File: src/rtl/i2c_slave_tx_burst_pkg.sv
// i2c_pkg: shared definitions for the I2C slave transmit path.
//   tx_state_t     - transmit FSM states (IDLE, LOAD, SHIFT, MACK)
//   SDA_RELEASE    - SDA_oe value that lets the open-drain line float high
//   SDA_DRIVE_LOW  - SDA_oe value that pulls the line low
//   DEFAULT_WIDTH  - default bits per transferred word
package i2c_pkg;

    typedef enum logic [1:0] {
        IDLE,
        LOAD,
        SHIFT,
        MACK
    } tx_state_t;

    localparam logic SDA_RELEASE   = 1'b0;
    localparam logic SDA_DRIVE_LOW = 1'b1;

    localparam int DEFAULT_WIDTH = 8;

endpackage

File: src/rtl/i2c_slave_tx_burst_fifo.sv
// i2c_tx_fifo: synchronous WIDTH x DEPTH FIFO queuing words for the bus.
//   CLK, RST        - system clock, synchronous active-high reset
//   wr_en, wr_data  - push request and word
//   rd_en           - pop request (ignored while empty)
//   rd_data         - word at the head (valid while not empty)
//   full, empty     - occupancy flags derived from level
//   level           - occupancy, one bit wider than the pointers
module i2c_tx_fifo #(
    parameter int WIDTH = 8,
    parameter int DEPTH = 4
) (
    input  logic                     CLK,
    input  logic                     RST,
    input  logic                     wr_en,
    input  logic [WIDTH-1:0]         wr_data,
    input  logic                     rd_en,
    output logic [WIDTH-1:0]         rd_data,
    output logic                     full,
    output logic                     empty,
    output logic [$clog2(DEPTH):0]   level
);

    localparam int AW = $clog2(DEPTH);

    logic [WIDTH-1:0] mem [DEPTH];
    logic [AW-1:0]    wr_ptr;
    logic [AW-1:0]    rd_ptr;
    logic             do_push;
    logic             do_pop;

    assign full    = (level == (AW+1)'(DEPTH));
    assign empty   = (level == '0);
    assign do_pop  = rd_en & ~empty;
    // A pop in the same cycle frees a slot, so a write to a full FIFO is kept.
    assign do_push = wr_en & (~full | do_pop);
    assign rd_data = mem[rd_ptr];

    always_ff @(posedge CLK) begin
        if (do_push) begin
            mem[wr_ptr] <= wr_data;
        end
    end

    // DEPTH is a power of two, so the pointers wrap naturally at DEPTH.
    always_ff @(posedge CLK) begin
        if (RST) begin
            wr_ptr <= '0;
            rd_ptr <= '0;
            level  <= '0;
        end else begin
            if (do_push) begin
                wr_ptr <= wr_ptr + AW'(1);
            end
            if (do_pop) begin
                rd_ptr <= rd_ptr + AW'(1);
            end
            case ({do_push, do_pop})
                2'b10:   level <= level + (AW+1)'(1);
                2'b01:   level <= level - (AW+1)'(1);
                default: level <= level;
            endcase
        end
    end

endmodule

File: src/rtl/i2c_slave_tx_burst.sv
// i2c_slave_tx_burst: I2C slave read-data path. Shifts queued words onto
// SDA MSB first, samples the master ACK/NACK, and reloads from the FIFO
// while the master keeps acknowledging.
//   CLK, RST         - system clock (>= 8x SCL), synchronous active-high reset
//   SCL, SDA_in      - asynchronous bus lines, synchronised internally
//   SDA_oe           - 1 pulls SDA low, 0 releases it
//   wr_en, wr_data   - queue a word; full/level report occupancy
//   tx_start         - addressed read acknowledged, SCL low: begin sending
//   stop             - STOP / repeated START: abandon the transfer
//   busy             - FSM not idle
//   underrun         - pulse: a word was due with the FIFO empty (sends all ones)
//   nack_seen        - pulse: master NACKed, read finished
module i2c_slave_tx_burst
    import i2c_pkg::*;
#(
    parameter int WIDTH       = DEFAULT_WIDTH,
    parameter int DEPTH       = 4,
    parameter int SYNC_STAGES = 2
) (
    input  logic                     CLK,
    input  logic                     RST,
    input  logic                     SCL,
    input  logic                     SDA_in,
    output logic                     SDA_oe,
    input  logic                     wr_en,
    input  logic [WIDTH-1:0]         wr_data,
    output logic                     full,
    output logic [$clog2(DEPTH):0]   level,
    input  logic                     tx_start,
    input  logic                     stop,
    output logic                     busy,
    output logic                     underrun,
    output logic                     nack_seen
);

    localparam int BW = $clog2(WIDTH + 1);

    logic [SYNC_STAGES-1:0] scl_sync;
    logic [SYNC_STAGES-1:0] sda_sync;
    logic                   scl_s;
    logic                   sda_s;
    logic                   scl_d;
    logic                   scl_rise;
    logic                   scl_fall;

    tx_state_t              state;
    logic [WIDTH-1:0]       shreg;
    logic [BW-1:0]          bit_cnt;
    logic                   ack_q;

    logic                   fifo_pop;
    logic                   fifo_empty;
    logic [WIDTH-1:0]       fifo_rd_data;

    assign scl_s = scl_sync[SYNC_STAGES-1];
    assign sda_s = sda_sync[SYNC_STAGES-1];
    assign busy  = (state != IDLE);

    // Synchronisers reset to 1 to match an idle bus; edge pulses are registered.
    always_ff @(posedge CLK) begin
        if (RST) begin
            scl_sync <= '1;
            sda_sync <= '1;
            scl_d    <= 1'b1;
            scl_rise <= 1'b0;
            scl_fall <= 1'b0;
        end else begin
            scl_sync <= {scl_sync[SYNC_STAGES-2:0], SCL};
            sda_sync <= {sda_sync[SYNC_STAGES-2:0], SDA_in};
            scl_d    <= scl_s;
            scl_rise <= scl_s & ~scl_d;
            scl_fall <= ~scl_s & scl_d;
        end
    end

    // stop outranks the LOAD pop so the FIFO is preserved on abort.
    assign fifo_pop = (state == LOAD) && !stop;

    i2c_tx_fifo #(
        .WIDTH (WIDTH),
        .DEPTH (DEPTH)
    ) u_fifo (
        .CLK     (CLK),
        .RST     (RST),
        .wr_en   (wr_en),
        .wr_data (wr_data),
        .rd_en   (fifo_pop),
        .rd_data (fifo_rd_data),
        .full    (full),
        .empty   (fifo_empty),
        .level   (level)
    );

    // SDA_oe is registered and always follows ~shreg[WIDTH-1] in SHIFT, so it
    // is computed from the value shreg takes on the same edge.
    always_ff @(posedge CLK) begin
        if (RST) begin
            state     <= IDLE;
            shreg     <= '0;
            bit_cnt   <= '0;
            ack_q     <= 1'b0;
            SDA_oe    <= SDA_RELEASE;
            underrun  <= 1'b0;
            nack_seen <= 1'b0;
        end else begin
            underrun  <= 1'b0;
            nack_seen <= 1'b0;
            if (stop) begin
                state   <= IDLE;
                shreg   <= '0;
                bit_cnt <= '0;
                SDA_oe  <= SDA_RELEASE;
            end else begin
                case (state)
                    IDLE: begin
                        SDA_oe <= SDA_RELEASE;
                        if (tx_start) begin
                            state <= LOAD;
                        end
                    end
                    LOAD: begin
                        bit_cnt <= BW'(WIDTH);
                        state   <= SHIFT;
                        if (fifo_empty) begin
                            shreg    <= '1;
                            SDA_oe   <= SDA_RELEASE;
                            underrun <= 1'b1;
                        end else begin
                            shreg  <= fifo_rd_data;
                            SDA_oe <= ~fifo_rd_data[WIDTH-1];
                        end
                    end
                    SHIFT: begin
                        if (scl_fall) begin
                            shreg   <= {shreg[WIDTH-2:0], 1'b0};
                            bit_cnt <= bit_cnt - BW'(1);
                            if (bit_cnt == BW'(1)) begin
                                state  <= MACK;
                                SDA_oe <= SDA_RELEASE;
                            end else begin
                                SDA_oe <= ~shreg[WIDTH-2];
                            end
                        end
                    end
                    MACK: begin
                        SDA_oe <= SDA_RELEASE;
                        if (scl_rise) begin
                            ack_q <= ~sda_s;
                        end else if (scl_fall) begin
                            if (ack_q) begin
                                state <= LOAD;
                            end else begin
                                nack_seen <= 1'b1;
                                state     <= IDLE;
                            end
                        end
                    end
                    default: state <= IDLE;
                endcase
            end
        end
    end

endmodule

File: config.mk
export PLATFORM = sky130hd
export DESIGN_NAME = i2c_slave_tx_burst
export DESIGN_NICKNAME = d
export VERILOG_FILES = /design/src/rtl/i2c_slave_tx_burst_pkg.sv /design/src/rtl/i2c_slave_tx_burst_fifo.sv /design/src/rtl/i2c_slave_tx_burst.sv
export SDC_FILE = /design/constraint.sdc
export NUM_CORES = 1
export LEC_CHECK = 0
export ABC_AREA = 1
export BUFFER_PORTS_ARGS = -buffer_cell sky130_fd_sc_hd__buf_2
export CAP_MARGIN = 20
export CORE_AREA = 10 10 109 111
export CTS_CLUSTER_SIZE = 8
export DETAILED_ROUTE_END_ITERATION = 8
export DIE_AREA = 0 0 119 121
export PLACE_DENSITY_LB_ADDON = 0.2
export SYNTH_ARGS = -nofsm -noshare
export SYNTH_HDL_FRONTEND = slang
export SYNTH_SLANG_ARGS = --single-unit
File: constraint.sdc
create_clock -name CLK -period 6.2 [get_ports CLK]
set_input_delay 0.31 -clock CLK [delete_from_list [all_inputs] [get_ports CLK]]
set_output_delay 0.31 -clock CLK [all_outputs]
set_load 0.01 [all_outputs]
==> metrics.cfg <==
[outcome]
run_status = finished, final reports clean

[global_routing]
grt_max_degree = 19
grt_pass1_wl_mm = 9.570
grt_antenna_before_repair = 0
grtUsageTotal = 0.08232
grt.overflow.total = 0
first_global_vias = 1994

[routing]
ant_nets = 0
drtIter0Drc = 43
viasPerCell = 4.109
wl_per_cell_um = 11.85
drc = 0
totalWireLength_mm = 5.571
dr_total_vias = 1931
dr.pass1.iters = 4

[min_path]
hold_class = in -> reg
min_path_cells = 2
hold_path_end = scl_sync[0]
worstHoldStart = SCL

[setup_path]
r2r_start = state[1]
cp-end-kind = flip-flop
crit_path_start_kind = flip-flop
r2r_slack_ps = 3890
required_ps = 6470
r2r-end = u_fifo.level[2]
worstRegToRegCells = 15
critPathMaxFanout = 5
critical_path_class = reg -> reg
worstPathArrival_ps = 2580

[clock_network]
cts_tree = done
clk_pin_slew_ps = 70
cts-root-buf = clkbuf_8
cts_buffers = 9
ctsHoldBuffers = 0
cts_num_sinks = 65
htreeDepth = 3
cts_resized = 0
max-clock-path-buffers = 2
cts_setup_buffers = 0
clkLatencyLatePin_ps = 340

[die]
dieArea_sq_um = 14400
core_region_area_sq_um = 9639
die_width_um = 119
io_pins = 23
die_y_um = 121
initial_core_util = 0.2943
std_cell_rows = 36

[sta]
period_share = 0.3727
hold_viol = 0
timing.setup.tns_ps = 0
whs_ps = 156.7
setup_viol = 0
maxSlewViolCount = 0
worstMarginPinSlew_ps = 815.9
rsz0062_at_grt = false
fin_crit_ps = 2311
max_freq_mhz = 432.7
relSlewSlack = 0.4541
skew_ps = 10.94

[yosys]
yosys_warnings = 0
synth_area_sq_um = 2836
synthTopCellsByCount = nand2_1, dfxtp_1, edfxtp_1, inv_1, nand3_1
synthCells = 305
synth.top_cell.area_share = 0.3388
async_flop_share = 0
synth_edf_count = 32
avgSynthCellArea_sq_um = 9.300
synth.ff_latch_count = 65
synthTopCellsByArea = edfxtp_1, dfxtp_1, nand2_1, ha_1, nand3_1
yosysMostFrequentCell = nand2_1
yosysTopAreaCell = edfxtp_1
netlist-cell-type-count = 30
synth_flop_cell = dfxtp_1
ys_seq_area_frac = 0.5717
syn_nets = 334

[placed_design]
dp_cells = 454
place.gp.congestion = 0.7542
portBuffers = 22
hpwl_mm = 3.947

[run]
maxCapViolCount = 0

[power]
total_power_w = 0.0009505
power_density_nw_per_um2 = 289.5
leakagePower_nw = 1.343
ir_worst_vdd_mv = 0.1445

[final_layout]
fill_cells = 1026
final-instance-count-excl-fill = 470
nets = 361
insertedDiodeCount = 0
layout-drive-gt1-share = 0.1602
synthToLayoutAreaGrowth_pct = 15.75

-- worst max-delay path, cell delays in order (launching register included) --
cell and delay [ps]:
dfxtp_1 400, inv_1 110, ha_1 220, inv_1 70, nor2_1 40, nand2_1 110, nand2_2 90, nand2_1 160
ha_1 170, inv_1 70, fa_1 380, nor2_1 110, nor2_1 50, nand2_1 60, o21ai_0 70, a21oi_1 120
-- cell usage in the layout (no fill, tap or decap), types with 2 or more instances in the layout --
cell type / instances
inv_1: 31
buf_2: 22
edfxtp_1: 32
bufinv_16: 2
nand3b_1: 2
nor2_1: 18
ha_1: 13
o21ai_1: 5
or2_2: 4
nand2_1: 78
nor3_1: 4
dfxtp_1: 33
nand3_1: 27
inv_2: 4
or2_1: 4
nand2_2: 4
o21ai_0: 7
a21oi_1: 22
clkbuf_8: 9
or2_0: 2
-- stage by stage --
stage | utilization | setup WS [ps] | cell area [sq um]
final | 0.3406 | 3889 | 3283
after global routing | 0.3406 | 3484 | 3283
after CTS | 0.3406 | 3879 | 3283
after detailed placement | 0.3180 | 3900 | 3065
after global placement | 0.3180 | 3949 | 3065
after floorplan | - | 4127 | 2836
-- how the worst max path moves through the flow --
stage	start	to	cells after the start	slack, ps
global placement	state[1]	u_fifo.level[2]	15	3950
floorplan	state[1]	u_fifo.level[2]	15	4130
detailed placement	state[1]	u_fifo.level[2]	15	3900
CTS	state[1]	u_fifo.level[2]	15	3880
finish	state[1]	u_fifo.level[2]	15	3890
global route	state[1]	u_fifo.level[2]	15	3480
-- registers in the layout, summed over array words and instances, names as in the netlist, named ones only --
register       flops
SDA_oe             1
state              2
shreg              7
u_fifo.mem        32
sda_sync           2
scl_d              1
bit_cnt            4
scl_sync           2
ack_q              1
u_fifo.rd_ptr      2
nack_seen          1
underrun           1
scl_fall           1
u_fifo.wr_ptr      2
u_fifo.level       3
scl_rise           1
-- layer usage --
metal / up-vias / wire length, um / GRT usage
li1: 1050 / - / -
met1: 853 / 2678 / 0.09641
met2: 22 / 2668 / 0.1376
met3: 6 / 149 / 0.02606
met4: 0 / 74 / 0.03206
met5: - / 0 / 0
-- power by group --
part,internal [W],leakage [nW],switching (W)
clock,0.000226,0.107,0.000167
combinational,0.0000276,0.673,0.0000510
sequential,0.000469,0.563,0.00000956
-- cell families after synthesis --
logic type               after synthesis  synth area share
buffers and inverters                 42           0.06528
AND/OR/NAND/NOR                      148            0.2338
AO/OA/AOI/OAI                         36           0.06484
flip-flops                            65            0.5717
adder cells (fa/ha/maj)               14           0.06440
-- layout make-up --
type / instances / area (sq um) / area share
clock buffer: 9 / 123.9 / 0.03773
clock inverter: 7 / 93.84 / 0.02858
inverter: 36 / 137.6 / 0.04192
multi-input combinational: 198 / 1030 / 0.3136
sequential: 65 / 1622 / 0.4939
tap: 133 / 166.4 / 0.05069
timing repair buffer: 22 / 110.1 / 0.03354
Note: power is estimated with default switching activity, not from simulation.
